$ cat src/rtl/intbus_pkg.sv
`default_nettype none
// ============================================================================
//  Module      : intbus_pkg
//  Description : Shared types and constants for the intbus master sequencer.
//                Command opcodes, sequencer FSM states, default bus widths
//                and well-known peripheral base addresses (word addresses).
//  Revision    : 1.0 - initial release
// ============================================================================
package intbus_pkg;

    localparam int INTBUS_ADDR_W = 32;
    localparam int INTBUS_DATA_W = 32;

    // Word address of the AXI performance counter block (byte 0x40180000 / 4).
    localparam logic [31:0] AXI_PERFORMANCE_BASE = 32'h1006_0000;

    typedef enum logic [1:0] {
        OP_READ  = 2'b00,
        OP_WRITE = 2'b01,
        OP_WAIT  = 2'b10,
        OP_NOP   = 2'b11
    } op_t;

    typedef enum logic [1:0] {
        ST_IDLE    = 2'd0,
        ST_ACCESS  = 2'd1,
        ST_RDWAIT  = 2'd2,
        ST_WAITCNT = 2'd3
    } state_t;

endpackage
`default_nettype wire

$ cat src/rtl/intbus_if.sv
`default_nettype none
// ============================================================================
//  Module      : intbus_if
//  Description : Command/response port plus intbus signals of the sequencer.
//                master : sequencer side (accepts commands, drives the bus)
//                slave  : controller + peripheral side
//  Signals     : cmd_valid/cmd_ready/cmd_op/cmd_base/cmd_offset/cmd_wdata,
//                rsp_valid/rsp_rdata, bus_addr/bus_wdata/bus_wr/bus_rd,
//                bus_rdata
//  Revision    : 1.0 - initial release
// ============================================================================
interface intbus_if
    import intbus_pkg::*;
#(
    parameter int ADDR_W = INTBUS_ADDR_W,
    parameter int DATA_W = INTBUS_DATA_W
) ();
    logic              cmd_valid;
    logic              cmd_ready;
    logic [1:0]        cmd_op;
    logic [ADDR_W-1:0] cmd_base;
    logic [ADDR_W-1:0] cmd_offset;
    logic [DATA_W-1:0] cmd_wdata;
    logic              rsp_valid;
    logic [DATA_W-1:0] rsp_rdata;
    logic [ADDR_W-1:0] bus_addr;
    logic [DATA_W-1:0] bus_wdata;
    logic              bus_wr;
    logic              bus_rd;
    logic [DATA_W-1:0] bus_rdata;

    modport master (
        input  cmd_valid, cmd_op, cmd_base, cmd_offset, cmd_wdata, bus_rdata,
        output cmd_ready, rsp_valid, rsp_rdata, bus_addr, bus_wdata, bus_wr, bus_rd
    );

    modport slave (
        output cmd_valid, cmd_op, cmd_base, cmd_offset, cmd_wdata, bus_rdata,
        input  cmd_ready, rsp_valid, rsp_rdata, bus_addr, bus_wdata, bus_wr, bus_rd
    );
endinterface
`default_nettype wire

$ cat src/rtl/intbus_delay_cnt.sv
`default_nettype none
// ============================================================================
//  Module      : intbus_delay_cnt
//  Description : Loadable down-counter that saturates at zero. Shared by the
//                read-latency wait and the WAIT command.
//  Ports       : clk, rst      - clock, async active-high reset
//                i_load        - load i_load_val (has priority over i_dec)
//                i_dec         - decrement by one when non-zero
//                o_zero/o_one  - count equals 0 / equals 1
//  Revision    : 1.0 - initial release
// ============================================================================
module intbus_delay_cnt #(
    parameter int CNT_W = 16
) (
    input  wire              clk,
    input  wire              rst,
    input  wire              i_load,
    input  wire  [CNT_W-1:0] i_load_val,
    input  wire              i_dec,
    output logic             o_zero,
    output logic             o_one
);
    logic [CNT_W-1:0] r_cnt;

    always_ff @(posedge clk or posedge rst) begin
        if (rst) begin
            r_cnt <= '0;
        end else if (i_load) begin
            r_cnt <= i_load_val;
        end else if (i_dec && (r_cnt != '0)) begin
            r_cnt <= r_cnt - CNT_W'(1);
        end
    end

    assign o_zero = (r_cnt == '0);
    assign o_one  = (r_cnt == CNT_W'(1));
endmodule
`default_nettype wire

$ cat src/rtl/intbus_interf.sv
`default_nettype none
// ============================================================================
//  Module      : intbus_interf
//  Description : intbus master sequencer. Executes READ / WRITE / WAIT / NOP
//                commands, one at a time, on the word-addressed intbus.
//  Ports       : clk  - clock, rising edge
//                rst  - async active-high reset (returns to the init state)
//                bus  - intbus_if.master: command/response port and intbus
//  Notes       : ADDR_W/DATA_W must match the connected interface instance.
//  Revision    : 1.0 - initial release
// ============================================================================
module intbus_interf
    import intbus_pkg::*;
#(
    parameter int ADDR_W     = INTBUS_ADDR_W,
    parameter int DATA_W     = INTBUS_DATA_W,
    parameter int RD_LATENCY = 2,
    parameter int WAIT_W     = 16
) (
    input  wire       clk,
    input  wire       rst,
    intbus_if.master  bus
);
    // Counter must hold both a wait count and RD_LATENCY-1 (up to 6).
    localparam int              CNT_W     = (WAIT_W > 3) ? WAIT_W : 3;
    localparam logic [CNT_W-1:0] c_RD_LOAD = CNT_W'(RD_LATENCY - 1);

    state_t            r_state;
    op_t               r_op;
    logic              r_cmd_ready;
    logic              r_rsp_valid;
    logic [DATA_W-1:0] r_rsp_rdata;
    logic [ADDR_W-1:0] r_bus_addr;
    logic [DATA_W-1:0] r_bus_wdata;
    logic              r_bus_wr;
    logic              r_bus_rd;

    logic              w_hs;
    op_t               w_op;
    logic [WAIT_W-1:0] w_wait_n;
    logic [CNT_W-1:0]  w_wait_load;
    logic              w_cnt_load;
    logic [CNT_W-1:0]  w_cnt_val;
    logic              w_cnt_dec;
    logic              w_cnt_zero;
    logic              w_cnt_one;

    assign w_hs     = bus.cmd_valid & r_cmd_ready;
    assign w_op     = op_t'(bus.cmd_op);
    assign w_wait_n = bus.cmd_wdata[WAIT_W-1:0];

    // A wait of N cycles loads N-1; N=0 is treated as N=1.
    assign w_wait_load = (w_wait_n == '0) ? '0 : CNT_W'(w_wait_n - WAIT_W'(1));

    assign w_cnt_load = ((r_state == ST_IDLE) && w_hs && (w_op == OP_WAIT)) ||
                        ((r_state == ST_ACCESS) && (r_op == OP_READ));
    assign w_cnt_val  = (r_state == ST_ACCESS) ? c_RD_LOAD : w_wait_load;
    assign w_cnt_dec  = ((r_state == ST_RDWAIT) || (r_state == ST_WAITCNT)) && !w_cnt_zero;

    intbus_delay_cnt #(
        .CNT_W      (CNT_W)
    ) u_delay_cnt (
        .clk        (clk),
        .rst        (rst),
        .i_load     (w_cnt_load),
        .i_load_val (w_cnt_val),
        .i_dec      (w_cnt_dec),
        .o_zero     (w_cnt_zero),
        .o_one      (w_cnt_one)
    );

    always_ff @(posedge clk or posedge rst) begin
        if (rst) begin
            r_state     <= ST_IDLE;
            r_op        <= OP_NOP;
            r_cmd_ready <= 1'b1;
            r_rsp_valid <= 1'b0;
            r_rsp_rdata <= '0;
            r_bus_addr  <= '0;
            r_bus_wdata <= '0;
            r_bus_wr    <= 1'b0;
            r_bus_rd    <= 1'b0;
        end else begin
            // Strobes and the response are single-cycle pulses by default.
            r_rsp_valid <= 1'b0;
            r_bus_wr    <= 1'b0;
            r_bus_rd    <= 1'b0;
            case (r_state)
                ST_IDLE: begin
                    if (w_hs) begin
                        r_op <= w_op;
                        case (w_op)
                            OP_READ, OP_WRITE: begin
                                // Bus address/data only change for real accesses
                                // so they keep the last access values otherwise.
                                r_bus_addr  <= bus.cmd_base + bus.cmd_offset;
                                r_bus_wdata <= bus.cmd_wdata;
                                r_bus_wr    <= (w_op == OP_WRITE);
                                r_bus_rd    <= (w_op == OP_READ);
                                // A write completes in its access cycle.
                                r_rsp_valid <= (w_op == OP_WRITE);
                                r_cmd_ready <= 1'b0;
                                r_state     <= ST_ACCESS;
                            end
                            OP_WAIT: begin
                                // rsp_valid marks the last wait cycle; for N<=1
                                // that is the very first one.
                                r_rsp_valid <= (w_wait_n <= WAIT_W'(1));
                                r_cmd_ready <= 1'b0;
                                r_state     <= ST_WAITCNT;
                            end
                            default: begin
                                r_rsp_valid <= 1'b1;
                            end
                        endcase
                    end
                end
                ST_ACCESS: begin
                    if (r_op == OP_READ) begin
                        r_state <= ST_RDWAIT;
                    end else begin
                        r_cmd_ready <= 1'b1;
                        r_state     <= ST_IDLE;
                    end
                end
                ST_RDWAIT: begin
                    // Count reaches zero in the cycle the slave data is valid.
                    if (w_cnt_zero) begin
                        r_rsp_rdata <= bus.bus_rdata;
                        r_rsp_valid <= 1'b1;
                        r_cmd_ready <= 1'b1;
                        r_state     <= ST_IDLE;
                    end
                end
                ST_WAITCNT: begin
                    if (w_cnt_zero) begin
                        r_cmd_ready <= 1'b1;
                        r_state     <= ST_IDLE;
                    end else begin
                        r_rsp_valid <= w_cnt_one;
                    end
                end
                default: begin
                    r_cmd_ready <= 1'b1;
                    r_state     <= ST_IDLE;
                end
            endcase
        end
    end

    assign bus.cmd_ready = r_cmd_ready;
    assign bus.rsp_valid = r_rsp_valid;
    assign bus.rsp_rdata = r_rsp_rdata;
    assign bus.bus_addr  = r_bus_addr;
    assign bus.bus_wdata = r_bus_wdata;
    assign bus.bus_wr    = r_bus_wr;
    assign bus.bus_rd    = r_bus_rd;
endmodule
`default_nettype wire

$ cat src/flat_wrapper.sv
// flat-port wrapper written by rule: the top's interface ports become plain ports
module intbus_interf_flat import intbus_pkg::*;
#(
    parameter int ADDR_W     = INTBUS_ADDR_W,
    parameter int DATA_W     = INTBUS_DATA_W,
    parameter int RD_LATENCY = 2,
    parameter int WAIT_W     = 16
)
  (clk, rst, bus_cmd_valid, bus_cmd_op, bus_cmd_base, bus_cmd_offset, bus_cmd_wdata, bus_bus_rdata, bus_cmd_ready, bus_rsp_valid, bus_rsp_rdata, bus_bus_addr, bus_bus_wdata, bus_bus_wr, bus_bus_rd);
  intbus_if #(.ADDR_W(ADDR_W), .DATA_W(DATA_W)) bus_i ();
  input  wire clk;
  input  wire rst;
  input wire logic [$bits(bus_i.cmd_valid)-1:0] bus_cmd_valid;
  input wire logic [$bits(bus_i.cmd_op)-1:0] bus_cmd_op;
  input wire logic [$bits(bus_i.cmd_base)-1:0] bus_cmd_base;
  input wire logic [$bits(bus_i.cmd_offset)-1:0] bus_cmd_offset;
  input wire logic [$bits(bus_i.cmd_wdata)-1:0] bus_cmd_wdata;
  input wire logic [$bits(bus_i.bus_rdata)-1:0] bus_bus_rdata;
  output wire logic [$bits(bus_i.cmd_ready)-1:0] bus_cmd_ready;
  output wire logic [$bits(bus_i.rsp_valid)-1:0] bus_rsp_valid;
  output wire logic [$bits(bus_i.rsp_rdata)-1:0] bus_rsp_rdata;
  output wire logic [$bits(bus_i.bus_addr)-1:0] bus_bus_addr;
  output wire logic [$bits(bus_i.bus_wdata)-1:0] bus_bus_wdata;
  output wire logic [$bits(bus_i.bus_wr)-1:0] bus_bus_wr;
  output wire logic [$bits(bus_i.bus_rd)-1:0] bus_bus_rd;
  assign bus_i.cmd_valid = bus_cmd_valid;
  assign bus_i.cmd_op = bus_cmd_op;
  assign bus_i.cmd_base = bus_cmd_base;
  assign bus_i.cmd_offset = bus_cmd_offset;
  assign bus_i.cmd_wdata = bus_cmd_wdata;
  assign bus_i.bus_rdata = bus_bus_rdata;
  assign bus_cmd_ready = bus_i.cmd_ready;
  assign bus_rsp_valid = bus_i.rsp_valid;
  assign bus_rsp_rdata = bus_i.rsp_rdata;
  assign bus_bus_addr = bus_i.bus_addr;
  assign bus_bus_wdata = bus_i.bus_wdata;
  assign bus_bus_wr = bus_i.bus_wr;
  assign bus_bus_rd = bus_i.bus_rd;
  intbus_interf #(.ADDR_W(ADDR_W), .DATA_W(DATA_W), .RD_LATENCY(RD_LATENCY), .WAIT_W(WAIT_W)) u_core (.clk(clk), .rst(rst), .bus(bus_i));
endmodule
$ cat config.mk
export PLATFORM = sky130hd
export DESIGN_NAME = intbus_interf_flat
export DESIGN_NICKNAME = d
export VERILOG_FILES = /design/src/rtl/intbus_pkg.sv /design/src/rtl/intbus_if.sv /design/src/rtl/intbus_delay_cnt.sv /design/src/rtl/intbus_interf.sv /design/src/flat_wrapper.sv
export SDC_FILE = /design/constraint.sdc
export NUM_CORES = 1
export LEC_CHECK = 0
export ABC_CLOCK_PERIOD_IN_PS = 9200
export BUFFER_PORTS_ARGS = -buffer_cell sky130_fd_sc_hd__buf_2
export CAP_MARGIN = 20
export CORE_ASPECT_RATIO = 1.25
export CORE_MARGIN = 5
export CORE_UTILIZATION = 49
export CTS_BUF_LIST = sky130_fd_sc_hd__clkbuf_8
export DETAILED_ROUTE_END_ITERATION = 7
export GPL_TIMING_DRIVEN = 0
export PLACE_DENSITY = 0.78
export SLEW_MARGIN = 30
export SYNTH_ARGS = -nofsm -noshare
export SYNTH_HDL_FRONTEND = slang
export SYNTH_SLANG_ARGS = --single-unit
$ cat constraint.sdc
create_clock -name clk -period 9.2 [get_ports clk]
set_input_delay 0.92 -clock clk [delete_from_list [all_inputs] [get_ports clk]]
set_output_delay 0.92 -clock clk [all_outputs]
set_load 0.02 [all_outputs]
* Word level (Yosys, flattened, before mapping) *
Cells that the tools add are included.

word-level totals
  register bits = 120
  input port bits = 133
  output and inout port bits = 100
  logic and storage cells = 74

cells by class
  add/subtract/negate cells = 3
  $lt $le $gt $ge = 1
  eq/ne operators = 11
  multiplexer cells = 25
  bitwise operators = 1
  reduce and logical (&&, ||, !) cells = 23

operator list
  cell                                                                               number
  16-bit two-way mux                                                                 4
  32-bit adder                                                                       1
  16-bit logical NOT                                                                 2
  16-bit by 1-bit subtractor with 16-bit output, second input constant               2
  16-bit by 1-bit == test with 1-bit output, second input constant                   1
  16-bit by 1-bit less-or-equal comparator with 1-bit output, second input constant  1
  16-bit nonzero test                                                                1
  1-bit two-way mux                                                                  13
  2-bit == test, second input constant                                               3
  2-bit logical NOT                                                                  3
  2-bit two-way mux                                                                  3
  1-bit case mux with 3 select lines                                                 2
  2-bit case mux with 3 select lines                                                 1
  3-bit AND reduction                                                                2
  1-bit logical AND                                                                  5
  2-bit by 1-bit == test with 1-bit output, second input constant                    2
  2-bit by 1-bit inequality test with 1-bit output, second input constant            2
  2-bit inequality test, second input constant                                       2
  2-bit case mux with 2 select lines                                                 1
  2-bit AND reduction                                                                2
  4-bit AND reduction                                                                1
  2-bit OR reduction                                                                 2
  3-bit inequality test, second input constant                                       1
  3-bit OR reduction                                                                 1
  other kinds (5)                                                                    6

* Depth between registers and ports, before layout *
  depth in word-level cells = 6
  mapped depth = 10

* Hierarchy *
From an unflattened synthesis, not the netlist that was laid out.

second synthesis, totals
  cells, all modules = 822
  area, all modules = 7432.1 um2

modules (own cells, without submodules)
  module            times used  cells each  area each (um2)  seq. area each (um2)
  intbus_interf     1           706         6353.6           2606.2
  intbus_delay_cnt  1           116         1078.5           400.4

* Worst setup path after synthesis *
OpenSTA, ideal clock, no wires.

  path type = input -> register
  start = in bus_cmd_offset[0]
  end = reg u_core.r_bus_addr[28] (netlist: u_core.bus.bus_addr[28])
  setup time = 0.067 ns
  arrival = 3.096 ns
  slack = 6.037 ns
  stages on the path = 10
  path buffers = 0
  path through = ha_1 inv_1 fa_1 nor2b_1 o2111ai_1 a2111oi_0 o31ai_1 o21ba_2 o41ai_1 a41o_1

on the way
  word-level cells in the longest chain between the ends = 1

RTL lines
  what                  line                 RTL
  start, declared       flat_wrapper.sv:16   input wire logic [$bits(bus_i.cmd_offset)-1:0] bus_cmd_offset;
  32-bit adder          intbus_interf.sv:96  r_bus_addr <= bus.cmd_base + bus.cmd_offset;
  end signal, assigned  intbus_interf.sv:96
  end, declared         intbus_interf.sv:33  logic [ADDR_W-1:0] r_bus_addr;

No other way between the ends.
A chain may end at the register's enable or synchronous reset.

* Worst setup path in the final report *
Ends and elaborated chain as after synthesis.

==> impl_metrics.py <==
metrics = {
    "yosys": {
        "synth_area_per_cell_sq_um": 9.42,
        "ys_warn_count": 0,
        "synthArstFlopShare_pct": 100,
        "synth_seq_cells": 120,
        "ys_types": 66,
        "ys.flop_type": "dfrtp_1",
        "synth_cells": 752,
        "seq_area_frac_synth_pct": 42.4,
        "synth-edff-count": 0,
        "syn_area_sq_um": 7090,
        "synth_nets": 922,
    },
    "clocking": {
        "worstSkewPairLatency_ns": 0.44,
        "cts_resized": 0,
        "post_cts_buffers": 0,
        "path_clk_slew_ns": 0.09,
        "numCtsBuffers": 17,
        "htreeDepth": 4,
        "cts_hold_buf": 0,
        "cts_tree": "done",
        "clk_path_buf_depth": 2,
        "cts.sinks": 120,
        "cts_root_buf": "clkbuf_8",
    },
    "place": {
        "place_congestion": 0.892,
        "port-buffer-count": 232,
        "preCtsSetupSlack_ns": 5.44,
        "dp_hpwl_mm": 15.6,
    },
    "final_layout": {
        "layout-drive-gt1-share_pct": 31.8,
        "seq_area_sq_um": 3010,
        "syn_to_final_growth_pct": 25.7,
        "n_antenna_cell": 0,
        "finish.utilization_pct": 62.4,
        "final_net_count": 1174,
        "fillers": 1236,
        "multi_input_area_sq_um": 3830,
    },
    "timing": {
        "tightest_slew_ns": 0.709,
        "tns_ns": 0,
        "relSlewSlack_pct": 51.5,
        "grt_setup_unrepaired": "no",
        "hold_viol_final": 0,
        "finalCritPeriodShare_pct": 36.6,
        "hold-worst-slack_ns": 0.472,
        "period_needed_ns": 3.36,
        "timing.fmax_mhz": 297,
        "fin_worst_skew_ns": 0.0114,
        "slew_violations": 0,
        "fin_ws_ns": 5.84,
        "setup_viol": 0,
    },
    "route": {
        "routedWlPerCell_um": 16.8,
        "firstDrtPassIters": 5,
        "wirelength_mm": 20.1,
        "antenna_left": 0,
        "drtIter0Drc": 358,
        "drc": 0,
        "drt-vias-per-instance": 5.47,
        "vias": 6533,
    },
    "grt": {
        "antenna_found_initial": 1,
        "gr-usage-all-layers_pct": 23.6,
        "grt_first_pass_wirelength_mm": 32.6,
        "grt_max_degree": 71,
        "grt-ovfl-total": 0,
        "grt_pass1_vias": 6540,
    },
    "critical_path": {
        "critPathSlowestCell": "a2111oi_0",
        "max_stage_delay_ns": 0.72,
        "crit_fanout": 3,
        "crit_type": "in -> reg",
        "arrival_ns": 3.74,
        "critPathRequiredTime_ns": 9.57,
        "cp-start-kind": "primary input",
        "path_cells": "buf_2, ha_1, inv_1, fa_1, nor2b_1, o2111ai_1, a2111oi_0, o31ai_1, o21ba_2, o41ai_1, a41o_1",
        "crit_buf_inv": 2,
        "worst-path-stages": 11,
        "r2r_cells": 8,
        "endpoint_kind": "register",
        "cp_top_family": "compound AO/OA/AOI/OAI gates",
    },
    "die": {
        "die_w_um": 118,
        "coreArea_sq_um": 14300,
        "initial_utilization_pct": 49.6,
        "die_h_um": 144,
        "die_area_sq_um": 17000,
        "ios": 233,
        "fp-row-count": 49,
    },
    "worst_hold_path": {
        "worstHoldPathType": "in -> async",
    },
    "power_and_ir_drop": {
        "powerDensity_nw_per_um2": 255,
        "leakage_nw": 4.57,
        "ir_worst_vdd_uv": 160,
        "total_power_mw": 2.28,
    },
    "run_status": {
        "outcome": "finished clean",
    },
    "flow_run": {
        "maxCapViolCount": 0,
    },
}
-- cell usage after synthesis, types with 6 or more instances --
cell / count / area [sq um]
clkbuf_1: 22 / 82.6
nand2_1: 168 / 631
o22ai_1: 6 / 37.5
a21oi_1: 52 / 260
xnor2_1: 24 / 210
nor3_1: 10 / 50.1
mux2_4: 30 / 450
dfrtp_1: 117 / 2930
o21a_1: 9 / 67.6
a21o_1: 13 / 97.6
inv_1: 17 / 63.8
or3_1: 10 / 62.6
xor2_1: 20 / 175
ha_1: 36 / 450
nand4_1: 10 / 62.6
o21ai_0: 46 / 230
nand3_1: 9 / 45.0
a31oi_1: 10 / 62.6
nor2_1: 41 / 154
-- where the power goes --
| part | switching [mW] | internal (mW) |
|---|---|---|
| Clock | 0.246 | 0.247 |
| Sequential | 0.134 | 0.734 |
| Combinational | 0.562 | 0.353 |
-- state kept, by name, summed over array words and instances, names as in the netlist --
| register | count |
|---|---|
| u_core.u_delay_cnt.r_cnt | 16 |
| u_core.bus.bus_wr | 1 |
| u_core.bus.bus_wdata | 32 |
| u_core.bus.rsp_valid | 1 |
| u_core.r_state | 2 |
| u_core.bus.bus_addr | 32 |
| u_core.bus.bus_rd | 1 |
| u_core.r_op | 2 |
| u_core.bus.cmd_ready | 1 |
| u_core.bus.rsp_rdata | 32 |
-- final timing paths --
path / startpoint / to / slack, ns
max: bus_cmd_offset[0] / u_core.bus.bus_addr[28] / 5.84
max in group asynchronous: rst / u_core.r_op[1] / 8.01
min reg2reg: u_core.bus.bus_addr[15] / u_core.bus.bus_addr[15] / 0.47
max reg2reg: u_core.r_state[1] / u_core.bus.bus_wdata[14] / 6.40
min: rst / u_core.bus.bus_wdata[23] / 0.47
min in group clk: u_core.bus.bus_addr[15] / u_core.bus.bus_addr[15] / 0.47
-- worst register-to-register path, stage by stage (launching register included) --
cell and delay, ns:
dfrtp_1 0.37, clkbuf_1 0.21, nand4bb_1 0.23, clkbuf_1 0.21, nor2_1 0.55, clkbuf_1 0.50
buf_1 0.46, nand2_1 0.13, nand2_1 0.08
-- logic make-up after synthesis --
kind of cell             share of synthesized area [%]
AND/OR/NAND/NOR                                   18.6
AO/OA/AOI/OAI                                     15.8
flip-flops                                        42.4
buffers and inverters                             3.46
XOR/XNOR                                          5.44
multiplexers                                      7.70
adder cells (fa/ha/maj)                           6.64
-- metrics by stage --
stage          area (sq um)  cells
2_1_floorplan          7090    752
5_1_grt                8910   1195
6_report               8910   1195
3_3_place_gp           8470   1162
4_1_cts                8910   1195
3_5_place_dp           8510   1163
-- final cells by class --
cell class	instances	share of cell area [%]
clock inverter	15	1.90
multi-input combinational	586	43.0
timing repair buffer	233	13.3
clock buffer	17	2.63
buffer	29	2.04
tap	178	2.50
sequential	120	33.7
inverter	17	0.801
-- layout by cell type, fill, tap and decap left out, drive strengths merged, types with 6 or more instances in the layout --
| master | netlist | final |
|---|---|---|
| nor2 | 41 | 41 |
| dfrtp | 117 | 117 |
| xor2 | 20 | 20 |
| nand4 | 10 | 10 |
| a21o | 13 | 13 |
| o22ai | 6 | 6 |
| nand3 | 10 | 10 |
| o21ai | 46 | 46 |
| nor3 | 11 | 11 |
| ha | 36 | 36 |
| inv | 17 | 22 |
| or3 | 10 | 10 |
| o21a | 9 | 9 |
| a31oi | 10 | 10 |
| mux2 | 34 | 34 |
| buf | 6 | 239 |
| clkbuf | 22 | 39 |
| xnor2 | 24 | 24 |
| a21oi | 53 | 53 |
| nand2 | 168 | 168 |
-- per-layer routing --
layer	up-vias	part of all wire (%)	wire, um	global-route usage, %
met3	42	5.9	1190	4.73
met1	3066	39	7880	27.6
li1	3164	-	-	-
met4	2	2.6	520	9.72
met2	259	52	10500	42.6
met5	-	0.035	7	0
(Power assumes the default switching activity.)
